### config.mk
export PLATFORM = sky130hd
export DESIGN_NAME = wb_arbiter
export DESIGN_NICKNAME = d
export VERILOG_FILES = /design/src/rtl/wb_arbiter.sv
export SDC_FILE = /design/constraint.sdc
export NUM_CORES = 1
export LEC_CHECK = 0
export BUFFER_PORTS_ARGS = -buffer_cell sky130_fd_sc_hd__buf_2
export CORE_MARGIN = 5
export CORE_UTILIZATION = 38
export DETAILED_ROUTE_END_ITERATION = 7
export GPL_TIMING_DRIVEN = 0
export PLACE_DENSITY = 0.77
export SLEW_MARGIN = 20
export SYNTH_ARGS = -nofsm -noshare
export SYNTH_HDL_FRONTEND = slang
export SYNTH_SLANG_ARGS = --single-unit
### constraint.sdc
create_clock -name clk -period 2.1 [get_ports clk]
set_input_delay 0.105 -clock clk [delete_from_list [all_inputs] [get_ports clk]]
set_output_delay 0.105 -clock clk [all_outputs]
set_load 0.05 [all_outputs]
### src/rtl/wb_arbiter.sv
// wb_arbiter: round-robin writeback arbiter driving a registered regfile write port
module wb_arbiter #(
  parameter int NUM_REQ = 2
) (
  input  logic                       clk,
  input  logic                       rst,
  input  logic [NUM_REQ-1:0]         req_valid,
  input  logic [NUM_REQ*5-1:0]       req_addr,
  input  logic [NUM_REQ*32-1:0]      req_data,
  output logic [NUM_REQ-1:0]         req_ready,
  input  logic                       flush,
  output logic                       rf_wen,
  output logic [4:0]                 rf_addr,
  output logic [31:0]                rf_data,
  output logic [$clog2(NUM_REQ)-1:0] rf_src
);
  localparam int PW = $clog2(NUM_REQ);
  logic [PW-1:0] ptr, win, j;
  logic any, fire, wen_n;
  logic [4:0] fa;
  logic [31:0] fd;
  // scan from ptr downwards in priority so the first valid after ptr wins
  always_comb begin
    win = ptr;
    any = 1'b0;
    j = '0;
    for (int k = NUM_REQ - 1; k >= 0; k--) begin
      j = PW'((int'(ptr) + k) % NUM_REQ);
      if (req_valid[j]) begin
        win = j;
        any = 1'b1;
      end
    end
  end
  assign fire = any && !flush && !rst;
  assign req_ready = fire ? NUM_REQ'(1) << win : '0;
  assign fa = req_addr[int'(win)*5 +: 5];
  assign fd = req_data[int'(win)*32 +: 32];
  assign wen_n = fire && fa != 5'd0;
  // capture the fired payload; x0 writes are consumed but never enabled
  always_ff @(posedge clk) begin
    if (rst) begin
      ptr <= '0;
      rf_wen <= 1'b0;
      rf_addr <= '0;
      rf_data <= '0;
      rf_src <= '0;
    end else begin
      ptr <= fire ? PW'((int'(win) + 1) % NUM_REQ) : ptr;
      rf_wen <= wen_n;
      rf_addr <= wen_n ? fa : 5'd0;
      rf_data <= wen_n ? fd : 32'd0;
      rf_src <= fire ? win : '0;
    end
  end
endmodule
==> summary.txt <==
status = completed
Worst Path Arrival = 2.14 ns
Post-synth top flop = dfxtp_1
syn_nets = 221
fin crit share = 0.936
Synth Warn # = 0
crit path time final = 1.97 ns
share of the synthesized area in the top cell type = 0.533
Commonest cells post-synth = dfxtp_1, nor2_1, mux2i_1
drc violations = 0
Crit-path slowest cell = dfxtp_2
worst setup path endpoint = rf_data[31]
Crit path max-delay family = buffers and inverters
total number of vias = 1,407
total grt overflow = 0
Worst path depth = 7
RSZ-0062 raised after global routing = no
Die Area = 0.00531 sq mm
Fillers = 344
die height = 72.9 microns
Worst-path clk slew = 0.07 ns
CP Launch Type = flop
synth-to-layout area growth = 53.9%
synthesis-stage register bit count = 40
hold path start = req_data[6]
gr usage total = 0.149
wire per inst = 12.2 microns
CTS tree = done
WP buf/inv = 3
final count of hold timing violations = 0
number of global-route vias before repair = 1,427
non-filler cells, final = 321
max cap viols = 0
Crit Path Class = flop to flop
row count = 22
dpl ws = -0.104 ns
initial drt markers = 34
asr flop ratio synth = 0
Hold Slack = 0.0462 ns
Mapped Cells = 142
Post-synth EDFFs = 0
WHS Path Cells = 3
# IOs = 120
Die W = 72.9 microns
multi-input logic area = 641 sq um
Hold WC Path Type = input pin to flop
RR Endpoint = rf_data[31]
Final Skew = 0.00140 ns
most used standard cell by instance count after synthesis = dfxtp_1
Critical Path, Cell by Cell = a21o_1 > buf_4 > mux2_2 > o41ai_4 > buf_4 > buf_4 > nor2_1
FF-to-FF setup slack = 0.13 ns
CP endpoint kind = flop
clock tree sinks = 40
f_max = 509 MHz
# diodes = 0
Final Slew Violations = 0
CTS Buffer Depth = 2
H-Tree Depth = 2
Lkg Pwr = 1.25 nW
worst skew pair latency = 0.28 ns
fraction of layout cells with a size suffix above 1 = 0.516
Yosys top cell by area = dfxtp_1
starting density of the core = 0.401
routability congestion estimate = 0.737
maximum net fanout on the critical path = 10
Worst VDD drop = 0.447 mV
syn_area_per_cell = 10.6 sq um
Setup TNS = 0 ns
First-pass DRT Iterations = 4
hpwl dp = 3240 microns
Mapped Area = 0.00150 sq mm
reg2reg path depth = 7
Synth cell types = 21
initial antenna violation count = 0
antenna viol nets, final = 0
largest net degree at the start of global routing = 14
post-route setup slack = 0.134 ns
Seq/Total Area, Yosys = 0.533
slew margin rel. = 0.509
final WL = 3910 microns
reg2reg start = ptr
core box area = 0.00374 sq mm
Critical Path Start = ptr
Port Buffers = 119
clk root buf = clkbuf_8
Via density = 4.38
FF/Latch Area = 802 sq um
first-pass GRT wire length = 6070 microns
nets@finish = 351
Critical Path RT = 2.28 ns
crit-path max cell delay = 0.39 ns
DP Cell Count = 309
top cells by area, synth = dfxtp_1, mux2i_1, nor2_1, mux2_2, nor2b_1
Worst path most repeated cell = buf_4
CTS Buf Count = 5
Worst Tran Pin Value = 0.737 ns
final setup violation count = 0
PwrDens = 784 mW/mm^2
## worst reg2reg max path, cell delays in order, from the launching register on
cell	delay (ns)
dfxtp_2	0.39
a21o_1	0.15
buf_4	0.20
mux2_2	0.39
o41ai_4	0.34
buf_4	0.17
buf_4	0.15
nor2_1	0.06
## final cells by class
class | count | area share
Inverter | 5 | 0.00812
Tap cell | 48 | 0.0260
Multi-Input combinational cell | 90 | 0.277
Sequential cell | 40 | 0.347
Buffer | 7 | 0.0217
Timing Repair Buffer | 123 | 0.272
Clock buffer | 5 | 0.0298
Clock inverter | 3 | 0.0184
## stage by stage
stage	area, sq um	total power, W	utilization
6_report	2310	0.00181	0.617
3_3_place_gp	2160	0.00121	0.576
2_1_floorplan	1500	0.00109	-
4_1_cts	2290	0.00183	0.611
5_1_grt	2310	0.00191	0.617
3_5_place_dp	2160	0.00122	0.576
## sequential cells by signal, indices dropped and copies added, names as in the netlist
register  cells
ptr           1
rf_addr       5
rf_data      32
rf_src        1
rf_wen        1
## cells in the final DEF, fill, tap and decap left out, types with 2 or more instances in the layout
cell / count
buf_6: 2
clkbuf_8: 5
nor2_1: 34
a22o_1: 2
dfxtp_1: 39
mux2_2: 3
inv_1: 4
and2_1: 3
a211oi_1: 2
buf_2: 119
nor3_1: 2
buf_1: 2
mux2i_1: 32
nor2b_1: 5
buf_4: 5
## how the worst min path moves through the flow
stage | to | slack, ns
finish | rf_data[6] | 0.05
global route | ptr | 0.05
CTS | rf_data[6] | 0.04
detailed placement | ptr | 0.30
global placement | ptr | 0.29
floorplan | ptr | 0.18
## kinds of logic after synthesis
family | after synthesis | synth area share
and+or+nand+nor | 45 | 0.129
AOI/OAI and AO/OA | 10 | 0.0617
DFF | 40 | 0.533
buffers and inverters | 12 | 0.0400
muxes | 35 | 0.236
## layer usage
metal / track usage / vias up / wire length (microns)
li1: - / 732 / -
met1: 0.155 / 588 / 1430
met2: 0.252 / 83 / 1850
met3: 0.0799 / 4 / 580
met4: 0.0553 / 0 / 46
met5: 0 / - / 0
## repair_timing
item | 4_1_cts | 5_1_grt
buffers inserted | 1 | 2
gates resized for setup | 1 | 3
setup endpoints to repair | 31 | 30
pin swaps | 1 | 1
endpoints found under the hold margin | 1 | 0
hold buffers | 1 | 0
## power breakdown
part           internal (W)  switching (W)  total (W)
clock network      0.000351       0.000253   0.000605
registers          0.000794     0.00000958   0.000804
logic              0.000156       0.000246   0.000403
total               0.00130       0.000509    0.00181
Power figures use the tool's default switching activity.
